<file path="config.mk">
export PLATFORM = sky130hd
export DESIGN_NAME = hex_readback
export DESIGN_NICKNAME = d
export VERILOG_FILES = /design/src/rtl/seg7_pkg.sv /design/src/rtl/seg7_decode.sv /design/src/rtl/hex_readback.sv
export SDC_FILE = /design/constraint.sdc
export NUM_CORES = 1
export LEC_CHECK = 0
export ABC_AREA = 1
export ABC_CLOCK_PERIOD_IN_PS = 2300
export CORE_UTILIZATION = 30
export DETAILED_ROUTE_END_ITERATION = 8
export GPL_ROUTABILITY_DRIVEN = 0
export SETUP_SLACK_MARGIN = 0.15
export SYNTH_ARGS = -nofsm -noshare
export SYNTH_HDL_FRONTEND = slang
export SYNTH_SLANG_ARGS = --single-unit
</file>
<file path="constraint.sdc">
create_clock -name CLOCK_50 -period 2.3 [get_ports CLOCK_50]
set_input_delay 0.69 -clock CLOCK_50 [delete_from_list [all_inputs] [get_ports CLOCK_50]]
set_output_delay 0.69 -clock CLOCK_50 [all_outputs]
set_load 0.01 [all_outputs]
</file>
<file path="src/rtl/seg7_pkg.sv">
// rtl/seg7_pkg.sv - shared 7-segment pattern constants and scan FSM states
package seg7_pkg;

  // Active-low segment patterns, bit 0 = segment a, DP excluded.
  localparam logic [6:0] SEG_0     = 7'h40;
  localparam logic [6:0] SEG_1     = 7'h79;
  localparam logic [6:0] SEG_2     = 7'h24;
  localparam logic [6:0] SEG_3     = 7'h30;
  localparam logic [6:0] SEG_4     = 7'h19;
  localparam logic [6:0] SEG_5     = 7'h12;
  localparam logic [6:0] SEG_6     = 7'h02;
  localparam logic [6:0] SEG_7     = 7'h78;
  localparam logic [6:0] SEG_8     = 7'h00;
  localparam logic [6:0] SEG_9     = 7'h10;
  localparam logic [6:0] SEG_A     = 7'h08;
  localparam logic [6:0] SEG_B     = 7'h03;
  localparam logic [6:0] SEG_C     = 7'h46;
  localparam logic [6:0] SEG_D     = 7'h21;
  localparam logic [6:0] SEG_E     = 7'h06;
  localparam logic [6:0] SEG_F     = 7'h0E;
  localparam logic [6:0] SEG_BLANK = 7'h7F;

  typedef enum logic [1:0] {
    IDLE,
    SCAN,
    DONE
  } state_t;

endpackage

</file>
<file path="src/rtl/seg7_decode.sv">
// rtl/seg7_decode.sv - combinational 7-segment pattern to hex nibble decoder
module seg7_decode
  import seg7_pkg::*;
(
  input  logic [6:0] pattern,
  output logic [3:0] value,
  output logic       invalid,
  output logic       blank
);

  always_comb begin
    value   = 4'h0;
    invalid = 1'b0;
    blank   = 1'b0;
    case (pattern)
      SEG_0:     value = 4'h0;
      SEG_1:     value = 4'h1;
      SEG_2:     value = 4'h2;
      SEG_3:     value = 4'h3;
      SEG_4:     value = 4'h4;
      SEG_5:     value = 4'h5;
      SEG_6:     value = 4'h6;
      SEG_7:     value = 4'h7;
      SEG_8:     value = 4'h8;
      SEG_9:     value = 4'h9;
      SEG_A:     value = 4'hA;
      SEG_B:     value = 4'hB;
      SEG_C:     value = 4'hC;
      SEG_D:     value = 4'hD;
      SEG_E:     value = 4'hE;
      SEG_F:     value = 4'hF;
      SEG_BLANK: blank = 1'b1;
      default:   invalid = 1'b1;
    endcase
  end

endmodule

</file>
<file path="src/rtl/hex_readback.sv">
// rtl/hex_readback.sv - snapshots HEX digit patterns and decodes one digit per clock
module hex_readback
  import seg7_pkg::*;
#(
  parameter int NUM_DIGITS = 6
) (
  input  logic                    CLOCK_50,
  input  logic                    reset,
  input  logic                    start,
  input  logic [8*NUM_DIGITS-1:0] hex_in,
  output logic                    busy,
  output logic                    done,
  output logic [4*NUM_DIGITS-1:0] value,
  output logic [NUM_DIGITS-1:0]   invalid,
  output logic [NUM_DIGITS-1:0]   blank,
  output logic [NUM_DIGITS-1:0]   dp
);

  localparam int IDX_W = (NUM_DIGITS > 1) ? $clog2(NUM_DIGITS) : 1;
  localparam logic [IDX_W-1:0] LAST_IDX = IDX_W'(NUM_DIGITS - 1);

  state_t                  state, state_n;
  logic [IDX_W-1:0]        idx;
  logic [8*NUM_DIGITS-1:0] snapshot;
  logic [7:0]              cur_digit;
  logic [3:0]              dec_value;
  logic                    dec_invalid, dec_blank;

  logic [4*NUM_DIGITS-1:0] work_value, work_value_n;
  logic [NUM_DIGITS-1:0]   work_invalid, work_invalid_n;
  logic [NUM_DIGITS-1:0]   work_blank, work_blank_n;
  logic [NUM_DIGITS-1:0]   work_dp, work_dp_n;

  always_comb begin
    cur_digit = 8'hFF;
    for (int i = 0; i < NUM_DIGITS; i++) begin
      if (idx == IDX_W'(i)) cur_digit = snapshot[8*i +: 8];
    end
  end

  seg7_decode u_decode (
    .pattern (cur_digit[6:0]),
    .value   (dec_value),
    .invalid (dec_invalid),
    .blank   (dec_blank)
  );

  // Working set with the current digit merged in, so the final digit can be
  // published on the same edge it is decoded.
  always_comb begin
    work_value_n   = work_value;
    work_invalid_n = work_invalid;
    work_blank_n   = work_blank;
    work_dp_n      = work_dp;
    for (int i = 0; i < NUM_DIGITS; i++) begin
      if (idx == IDX_W'(i)) begin
        work_value_n[4*i +: 4] = dec_value;
        work_invalid_n[i]      = dec_invalid;
        work_blank_n[i]        = dec_blank;
        work_dp_n[i]           = ~cur_digit[7];
      end
    end
  end

  always_comb begin
    state_n = state;
    case (state)
      IDLE:    if (start) state_n = SCAN;
      SCAN:    if (idx == LAST_IDX) state_n = DONE;
      DONE:    state_n = IDLE;
      default: state_n = IDLE;
    endcase
  end

  assign busy = (state != IDLE);
  assign done = (state == DONE);

  always_ff @(posedge CLOCK_50) begin
    if (reset) begin
      state        <= IDLE;
      idx          <= '0;
      snapshot     <= '0;
      work_value   <= '0;
      work_invalid <= '0;
      work_blank   <= '0;
      work_dp      <= '0;
      value        <= '0;
      invalid      <= '0;
      blank        <= '0;
      dp           <= '0;
    end else begin
      state <= state_n;
      case (state)
        IDLE: begin
          if (start) begin
            snapshot <= hex_in;
            idx      <= '0;
          end
        end
        SCAN: begin
          work_value   <= work_value_n;
          work_invalid <= work_invalid_n;
          work_blank   <= work_blank_n;
          work_dp      <= work_dp_n;
          if (idx == LAST_IDX) begin
            value   <= work_value_n;
            invalid <= work_invalid_n;
            blank   <= work_blank_n;
            dp      <= work_dp_n;
          end else begin
            idx <= idx + 1'b1;
          end
        end
        default: ;
      endcase
    end
  end

endmodule

</file>
==> flow_metrics.tcl, run 1 <==
set metrics [dict create \
    vias 5666 \
    dp_hpwl_um 11300 \
    seqPwrFrac 0.380 \
    skew_ps 12.7 \
    grt_max_degree 71 \
    switchingPower_w 0.00189 \
    tightest_slew_ps 663 \
    postSynthCellCount 846 \
    cts_hold_buf 0 \
    clock_sinks 130 \
    critPathLaunch "idx[1]" \
    die-area_mm2 0.0202 \
    insertedDiodeCount 0 \
    p_clk_frac 0.405 \
    min_period_ps 2410 \
    setup_viol 47 \
    rr_startpoint "idx[1]" \
    n_fill_cell 1863 \
    final_common_cell "nand2_1" \
    rr_endpoint "work_invalid[1]" \
    clk_pin_slew_ps 60 \
    leakage_nw 3.66 \
    cts-root-buf "clkbuf_16" \
    final_nets 1023 \
    switching_share 0.291 \
    wl_um 16700 \
    finalHoldViolations 0 \
    cpMostUsedCell "nand2_2" \
    rrSetupSlack_ps -110 \
    areaGrowthSynthToFinish_pct 47.2 \
    synth.distinct_cells 32 \
    die_h_um 142 \
    ys.warnings.count 0 \
    die_w_um 142 \
    min_path_cells 2 \
    seq_area_frac_synth 0.443 \
    reg2reg_depth 22 \
    synth.area.top_cells "dfxtp_1, nand2_1, o21ai_0, nor2_1, a21oi_1" \
    syn_nets 902 \
    status "finished with violations" \
    cp-end-kind "register" \
    ir_drop_v 0.000555 \
    p_comb_frac 0.215 \
    layout-drive-gt1-share 0.258 \
    initial_utilization 0.310 \
    p_int_w 0.00461 \
    crit_slowest_cell "dfxtp_4" \
    coreArea_mm2 0.0190 \
    yosysTopAreaCell "dfxtp_1" \
    top_layer "met4" \
    rsz0062_at_grt "yes" \
    portBuffers 94 \
    worstHoldPathType "reg2reg" \
    postRouteAntennaNets 0 \
    overflow 0 \
    dpl_worst_slack_ps -170 \
    placedCellCount 1193 \
    grtUsageTotal 0.174 \
    worstPathRequired_ps 2660 \
    cp_num_buf_inv 5 \
    path_class "reg2reg" \
    routedWlPerCell_um 13.5 \
    cpPeakStageDelay_ps 400 \
    yosysTopAreaCellShare 0.443 \
    violations "setup timing" \
    final_util 0.456 \
    vias_per_cell 4.57 \
    synth_seq_cells 130 \
    tritoncts "done" \
    p_per_area_mw_per_mm2 751 \
    cts_inserted_buffers 17 \
    dr_wl_met2_um 7730 \
    syn_avg_cell_area_um2 6.95 \
    startpoint_type "register" \
    synth_area_mm2 0.00588 \
    final_cell_mix "nand2_1, dfxtp_1, nor2_1, clkdlybuf4s50_1, o21ai_0" \
    relSlewSlack 0.558 \
    path_cells "inv_4 > ha_4 > buf_6 > nand3_2 > nand2_1 > clkinv_1 > nand2_2 > nand2_1 > nand2_2 > nand2_2 > nand2_4 > nand2_8 > inv_2 > nand2_2 > nand2_2 > nand2_2 > nand3_4 > nor2_4 > nand4_4 > nand3_2 > nand2_1 > inv_1" \
    grt_pass1_vias 5434 \
    arrival_ps 2770 \
    clk-insertion-delay-late_ps 420 \
    num_io_pins 95 \
    cts_buffer_depth 2 \
    wirelength_met1_um 7670 \
    fmax_mhz 415 \
    drv_slew 0 \
    grt_pass1_wl_um 27300 \
    antenna_found_initial 0 \
    crit_cells 22 \
    drt_iter0_drc 310 \
    maxCapViolations 0 \
    firstDrtPassIters 5 \
    post-route-drc-count 0 \
    num_rows 50 \
    period_share 1.05 \
    cts_max_level 4 \
    final_cells 1240 \
    crit_end "work_invalid[1]" \
    multiInputGateArea_mm2 0.00333 \
    critical_path.top_delay_family "simple AND/OR/NAND/NOR gates" \
    cp_max_fo 6 \
    wl_met3_um 925 \
    fin_ws_ps -110 \
    ff_latch_area_mm2 0.00261 \
]
-- tightest hold or removal path, stage by stage, from the launching register on --
cell,delay [ps]
dfxtp_1,310
nand2_1,60
nand2_1,40
-- worst min path at each step --
stage | startpoint | to | slack [ps]
final | value[21] | value[21] | 450
after global routing | dp[0] | dp[0] | 470
after CTS | value[21] | value[21] | 450
after detailed placement | value[21] | value[21] | 440
after global placement | value[20] | value[20] | 440
after floorplan | snapshot[10] | snapshot[10] | 430
-- timing repair --
action / CTS / global route
endpoints found under the setup margin: 78 / 76
buffers inserted: 8 / 7
gates resized for setup: 81 / 85
pin swaps: 28 / 55
-- routing by layer --
layer	vias up	track usage
met5	-	0
met3	26	0.0424
met4	0	0.0634
met1	2518	0.220
li1	2950	-
met2	172	0.288
-- layout make-up --
type / instances / share of cell area
Clock buffer: 23 / 0.0541
Multi-Input combinational cell: 594 / 0.385
Sequential cell: 130 / 0.302
Clock inverter: 9 / 0.0122
Timing Repair Buffer: 146 / 0.171
Inverter: 78 / 0.0379
Tap cell: 260 / 0.0376
-- Yosys cell counts --
| cell type | count |
|---|---|
| a21oi_2 | 1 |
| buf_2 | 2 |
| a21boi_1 | 1 |
| nand2_2 | 10 |
| inv_4 | 1 |
| nor2_2 | 4 |
| clkinv_1 | 4 |
| a31oi_1 | 1 |
| clkbuf_1 | 35 |
| o211ai_1 | 7 |
| nor3_1 | 1 |
| nand2_4 | 4 |
| ha_1 | 5 |
| o21ai_2 | 1 |
| buf_6 | 3 |
| dfxtp_1 | 130 |
| o21ai_0 | 93 |
| buf_1 | 4 |
| nand2_1 | 201 |
| nand4_2 | 5 |
| nand3_1 | 32 |
| a21oi_1 | 45 |
| nor3b_2 | 1 |
| nor2_4 | 5 |
| nand3_2 | 3 |
| or2_2 | 6 |
| inv_2 | 17 |
| inv_1 | 56 |
| a21oi_4 | 1 |
| nor2_1 | 123 |
| and2_2 | 1 |
| o21ai_1 | 43 |
-- state kept, by name, summed over array words and instances, names as in the netlist --
signal and cells:
snapshot 48, value 24, work_value 20, blank 6, dp 6, invalid 6, work_blank 5, work_dp 5
work_invalid 5, idx 3, state 2
-- through the flow --
stage	hold slack (ps)	power (W)	instance area, um2	setup TNS (ps)
floorplan	429	0.00322	5930	0
global placement	438	0.00358	7380	-4500
detailed placement	441	0.00359	7380	-6850
CTS	452	0.00636	8300	-658
global route	470	0.00680	8650	-10710
finish	450	0.00649	8650	-2390
-- cells by family after synthesis --
family	share of synthesized area
AND/OR/NAND/NOR	0.293
buffers and inverters	0.0826
adder cells (fa/ha/maj)	0.0106
flip-flops	0.443
AO/OA/AOI/OAI	0.171
-- power by group through the flow --
stage | clock, W | combinational, W | sequential, W
final | 0.00263 | 0.00140 | 0.00247
after global routing | 0.00278 | 0.00153 | 0.00248
after CTS | 0.00267 | 0.00123 | 0.00246
after detailed placement | 0 | 0.00109 | 0.00250
after global placement | 0 | 0.00108 | 0.00250
after floorplan | 0 | 0.000742 | 0.00248
Power figures use the tool's default switching activity.
==> run 2, diff against run 1 <==
- CAP_MARGIN: not set -> 10
==> results of run 2 <==
Final layout, timing and power as in run 1 (identical DEF).
==> variant 1, RTL diff (flow settings as in run 2) <==
Register the outputs `busy` and `done`, with the module's reset; this adds one clock of latency there. The other outputs are not delayed to match.
--- a/src/rtl/hex_readback.sv
+++ b/src/rtl/hex_readback.sv
@@ -73,6 +73,13 @@
   end
 
-  assign busy = (state != IDLE);
-  assign done = (state == DONE);
+  always_ff @(posedge CLOCK_50) begin
+    if (reset) begin
+      busy <= '0;
+      done <= '0;
+    end else begin
+      busy <= (state != IDLE);
+      done <= (state == DONE);
+    end
+  end
 
   always_ff @(posedge CLOCK_50) begin
Check against the original RTL: not equivalent (Yosys sat finds a counterexample within 4 cycles, from zero or initial values and one cycle with reset high).
==> variant 1 against run 2 <==
  * The flow still finishes with violations (setup timing)
  * Total power shrank 4.4%
  * Cell area shrank 0.87%
  * Critical path depth shrank 5
  * Sequential cell count grew 2
  * Worst setup slack gained 78 ps
  * Clock skew grew 1.4 ps
  * Via count grew 0.12%
  * Wire length shrank 3.5%
  * Area after synthesis grew 1.6%
  * Critical path type unchanged
  * Critical endpoint is now work_value[4]$_SDFFE_PP0P_
  * Largest cell class unchanged
  * Highest routed layer unchanged
==> variant 1: results (changes against run 2) <==
CTS
  – Skew-Pair Late Insertion Delay: 410 ps

Timing
  – Final setup viols: 8 (-83%)
  – Final clock skew: 14.1 ps (+1.42 ps)
  – Rel. slew slack: 78.2% (+22 points)
  – Worst setup margin: -31.7 ps (+78.5 ps)

GRT
  – Largest net degree at the start of global routing: 79 (+11%)
  – First-pass GRT wire length: 26.3 mm (-3.6%)
  – GRT Util Overall: 16.5% (-0.95 points)
  – Number of global-route vias before repair: 5,232 (-3.7%)

Run status
  – Outcome: finished with violations
  – Failing checks: setup timing

Finish
  – Fill cells: 1,992 (+6.9%)
  – Largest regs: snapshot: 48 flops, value: 24 flops, work_value: 20 flops
  – Layout cells sized above 1: 23.2% (-2.6 points)
  – Nets: 1,033 (+0.98%)

Route
  – 1st-iter DRT viols: 303 (-2.3%)
  – Vias per cell: 4.53 (-0.84%)
  – DR WL/cell: 12.8 um (-4.5%)
  – Drt pass-1 iters: 4 (-1)

Setup path
  – FF-to-FF Start: idx[0]$_SDFFE_PP0P_
  – Crit path DAT: 2620 ps (-150 ps)
  – Reg2reg end: work_value[4]$_SDFFE_PP0P_
  – R2R cell count: 17 (-23%)
  – Slowest stage delay, CP: 400 ps (about the same)
  – Critical path peak fanout: 8 (+2)

Place
  – DP Area: 0.00754 sq mm (+2.2%)
  – Detail Placement HPWL: 11.4 mm (+0.72%)

Synth
  – Unique masters post-synth: 33 (+3.1%)
  – Yosys Warn Count: 0 (unchanged)
  – Synth Flop Type: dfxtp_1
  – Main area contributors after synthesis: dfxtp_1, nand2_1, nor2_1
  – Seq/Total Area, Yosys: 44.3% (about the same)
  – Most frequent cells after synthesis: nand2_1, dfxtp_1, nor2_1
  – Syn Nets: 907 (+0.55%)

Pwr
  – Leakage dissipation: 3.66 nW (about the same)
  – Maximum VDD drop: 0.561 mV (+1.0%)

Worst hold path
  – Hold/Removal Path Class: reg -> reg
variant 1: what timing repair did:
item | 4_1_cts | 5_1_grt
endpoints found under the setup margin | 67 | 75
hold buffers | 0 | 0
pin swaps | 41 | 46
setup buffers | 11 | 2
cloned | 2 | 0
resized for setup | 59 | 72
variant 1: stage by stage:
step / cells / setup TNS (ps) / total power (W) / setup slack [ps] / hold slack (ps)
6_report: 1252 / -160 / 0.00621 / -31.7 / 450
5_1_grt: 1252 / -7330 / 0.00654 / -204 / 460
4_1_cts: 1250 / -157 / 0.00617 / -34.1 / 449
3_5_place_dp: 1208 / -2190 / 0.00370 / -105 / 433
3_3_place_gp: 1208 / -718 / 0.00368 / -64.7 / 437
2_1_floorplan: 851 / 0 / 0.00330 / 149 / 421
variant 1: how the worst max path moves through the flow:
stage	slack, ps	to	depth (start not counted)	startpoint
final	-30	work_value[4]$_SDFFE_PP0P_	17	idx[0]$_SDFFE_PP0P_
after global placement	-60	invalid[0]$_SDFFE_PP0P_	20	idx[0]$_SDFFE_PP0P_
after floorplan	150	work_value[15]$_SDFFE_PP0P_	18	idx[0]$_SDFFE_PP0P_
after CTS	-30	work_value[4]$_SDFFE_PP0P_	18	idx[1]$_SDFFE_PP0P_
after detailed placement	-110	work_value[9]$_SDFFE_PP0P_	18	idx[0]$_SDFFE_PP0P_
after global routing	-200	work_invalid[1]$_SDFFE_PP0P_	18	idx[1]$_SDFFE_PP0P_
variant 1: kinds of logic after synthesis:
group	share of synthesized area, %
buffers and inverters	8.57
AO/OA/AOI/OAI	16.5
AND/OR/NAND/NOR	29.6
adder cells (fa/ha/maj)	1.05
flip-flops	44.3
variant 1: per-layer routing:
layer,routed length [um],part of all wire [%],GRT usage [%],up-vias
li1,-,-,-,2980
met1,7880,49,21.9,2567
met2,7420,46,26.5,112
met3,626,3.9,3.92,14
met4,157,0.98,4.41,0
met5,0,0,0,-
variant 1: area by class of cell:
| cell class | count | area share, % |
|---|---|---|
| multi-input cells | 596 | 38.4 |
| flip-flops and latches | 132 | 30.9 |
| repair buffers | 148 | 16.8 |
| clock buffers | 24 | 5.50 |
| inverters | 81 | 4.01 |
| well taps | 265 | 3.87 |
| clock inverters | 5 | 0.350 |
| repair inverters | 1 | 0.0730 |
variant 1: report_power, final:
part	switching, W	internal, W	leakage (nW)
registers	0.0000732	0.00242	1.08
logic	0.000807	0.000575	2.33
clock network	0.000926	0.00141	0.242
variant 1: tightest hold or removal path: stages, from the launching register on:
cell and delay, ps:
dfxtp_1 310, nand2_1 60, nand2_1 40
==> variant 2, RTL diff (config.mk and constraints of run 2) <==
Made on the original files. Change the parameter `NUM_DIGITS` from 6 to 8.
--- a/src/rtl/hex_readback.sv
+++ b/src/rtl/hex_readback.sv
@@ -3,5 +3,5 @@
   import seg7_pkg::*;
 #(
-  parameter int NUM_DIGITS = 6
+  parameter int NUM_DIGITS = 8
 ) (
   input  logic                    CLOCK_50,
Interface: changed (5 resized); port bits go from 95 to 125. No check against the original RTL was run, so the function may have changed too.
==> variant 2 against run 2 <==
  * The run still ends with setup timing left
  * Total power up 24%
  * Area after synthesis up 30%
  * Wire length grew 35%
  * Non-clock buffer count rose by 55
  * Fmax is 6.6% lower
  * Sequential cell count up 44
  * Worst setup slack got worse by 170 ps
  * Cell area is 32% higher
  * Critical path type unchanged
  * Critical endpoint is now work_invalid[6]$_SDFFE_PP0P_
==> variant 2: results (changes against run 2) <==
Synth
  – Seq/Total Area, Yosys: 45.6% (+1.3 points)
  – Synth Flop Type: dfxtp_1
  – Yosys Warn Count: 0 (unchanged)
  – Main area contributors after synthesis: dfxtp_1, nand2_1, o21ai_0
  – Synth Instances: 1,082 (+28%)
  – Syn Nets: 1,155 (+28%)
  – Most frequent cells after synthesis: nand2_1, dfxtp_1, o21ai_0
  – Unique masters post-synth: 33 (+3.1%)
  – Async S/R FF share, synth: 0% (unchanged)

Run status
  – Failing checks: setup timing
  – Outcome: finished with violations

CTS
  – Skew-Pair Late Insertion Delay: 430 ps
  – Root buffer cell: clkbuf_16
  – Clk slew on worst S/H paths: 70 ps
  – H-tree levels: 4 (unchanged)
  – Number of buffers on the longest clock path: 2 (unchanged)
  – CTS buffer count: 17 (unchanged)

Timing
  – Rel. slew slack: 61.2% (+5.4 points)
  – Final clock skew: 7.95 ps (-4.76 ps)
  – Final setup viols: 88 (+87%)
  – Worst setup margin: -282 ps (-172 ps)

GRT
  – Largest net degree at the start of global routing: 55 (-23%)
  – Initial antenna violation count: 0 (unchanged)
  – GRT Util Overall: 17.1% (-0.29 points)
  – First-pass GRT wire length: 35.3 mm (+29%)
  – Number of global-route vias before repair: 6,924 (+27%)

Route
  – Met3 wire length: 795 um (-14%)
  – DR WL/cell: 14.2 um (+5.6%)
  – Drt pass-1 iters: 5 (unchanged)
  – Vias per cell: 4.65 (+1.7%)
  – Highest Signal Layer: met4
  – Final wirelength: 22.5 mm (+35%)
  – Metal2 WL: 10.8 mm (+40%)
  – WL met1: 10.6 mm (+38%)
  – 1st-iter DRT viols: 479 (+55%)

Setup path
  – Critical-path top delay cell: dfxtp_4
  – Critical path peak fanout: 8 (+2)
  – Crit path DAT: 2910 ps (+140 ps)
  – Reg2reg end: work_invalid[6]$_SDFFE_PP0P_
  – FF-to-FF Start: idx[1]$_SDFFE_PP0P_
  – Slowest stage delay, CP: 380 ps (-20 ps)
  – R2R cell count: 21 (-4.5%)

Place
  – Placed Cells: 1,526 (+28%)
  – Pre-CTS setup slack: -407 ps (-237 ps)
  – PortBufs: 124 (+32%)
  – Detail Placement HPWL: 15.6 mm (+39%)

Worst hold path
  – Hold Crit Depth: 2 (unchanged)
  – Hold Path End: blank[1]$_SDFFE_PP0P_
  – Hold/Removal Path Class: reg -> reg
  – Worst hold start: blank[1]$_SDFFE_PP0P_

Finish
  – Largest regs: snapshot: 64 flops, value: 32 flops, work_value: 28 flops
  – Nets: 1,312 (+28%)
  – Layout cells sized above 1: 26.1% (+0.32 points)
  – ANT cells: 0 (unchanged)

Pwr
  – Maximum VDD drop: 0.398 mV (-28%)
  – Leakage dissipation: 4.76 nW (+30%)
-- variant 2: stage by stage --
step / instance area (sq um) / utilization (%) / hold WS [ps] / TNS [ps]
after floorplan: 7750 / - / 424 / -4.87
after global routing: 11400 / 45.4 / 479 / -30570
final: 11400 / 45.4 / 452 / -17460
after CTS: 10800 / 42.9 / 457 / -15270
after detailed placement: 9640 / 38.4 / 448 / -28220
after global placement: 9640 / 38.4 / 438 / -26320
-- variant 2: kinds of logic (layout without fill, tap and decap cells) --
kind of cell / after synthesis / after routing / synth area share, %
DFF: 174 / 174 / 45.6
buffers and inverters: 156 / 325 / 8.35
AOI/OAI and AO/OA: 264 / 264 / 17.8
and+or+nand+nor: 475 / 475 / 26.4
muxes: 7 / 7 / 0.917
adders and majority gates: 6 / 6 / 0.983
-- variant 2: worst max-delay path by stage --
| stage | startpoint | end | slack, ps | cells after the start |
|---|---|---|---|---|
| 6_report | idx[1]$_SDFFE_PP0P_ | work_invalid[6]$_SDFFE_PP0P_ | -280 | 21 |
| 2_1_floorplan | idx[1]$_SDFFE_PP0P_ | work_value[27]$_SDFFE_PP0P_ | -5 | 23 |
| 3_3_place_gp | idx[0]$_SDFFE_PP0P_ | work_value[24]$_SDFFE_PP0P_ | -400 | 19 |
| 4_1_cts | idx[0]$_SDFFE_PP0P_ | work_blank[6]$_SDFFE_PP0P_ | -250 | 21 |
| 5_1_grt | idx[1]$_SDFFE_PP0P_ | work_invalid[6]$_SDFFE_PP0P_ | -450 | 25 |
| 3_5_place_dp | idx[0]$_SDFFE_PP0P_ | work_blank[6]$_SDFFE_PP0P_ | -410 | 20 |
-- variant 2: layer usage --
metal	track usage [%]	vias up
li1	-	3810
met1	22.4	3357
met2	28.7	161
met3	2.98	19
met4	5.02	0
met5	0	-
-- variant 2: report_power, final --
part	switching (W)	internal, W	leakage (nW)
Sequential	0.000103	0.00319	1.43
Combinational	0.00109	0.000817	3.05
Clock	0.00123	0.00160	0.278
Total	0.00242	0.00561	4.76
-- variant 2: cell type report --
| type | instances | area, sq um |
|---|---|---|
| fillers | 2485 | 13700 |
| multi-input cells | 752 | 4480 |
| flip-flops and latches | 174 | 3490 |
| repair buffers | 201 | 2050 |
| clock buffers | 18 | 429 |
| well taps | 330 | 413 |
| inverters | 93 | 393 |
| clock inverters | 13 | 141 |
-- variant 2: critical path, delay by kind of cell (launching register included) --
kind / cells / cell delay [ps]
AOI/OAI and AO/OA: 1 / 190
adders and majority gates: 1 / 220
buffers and inverters: 4 / 390
DFF: 1 / 380
and+or+nand+nor: 15 / 1290
-- variant 2: timing repair --
| item | in CTS | in global routing |
|---|---|---|
| gates resized for setup | 132 | 138 |
| setup endpoints to repair | 106 | 105 |
| pin swaps | 41 | 78 |
| buffers inserted | 12 | 11 |
| gates cloned | 0 | 1 |
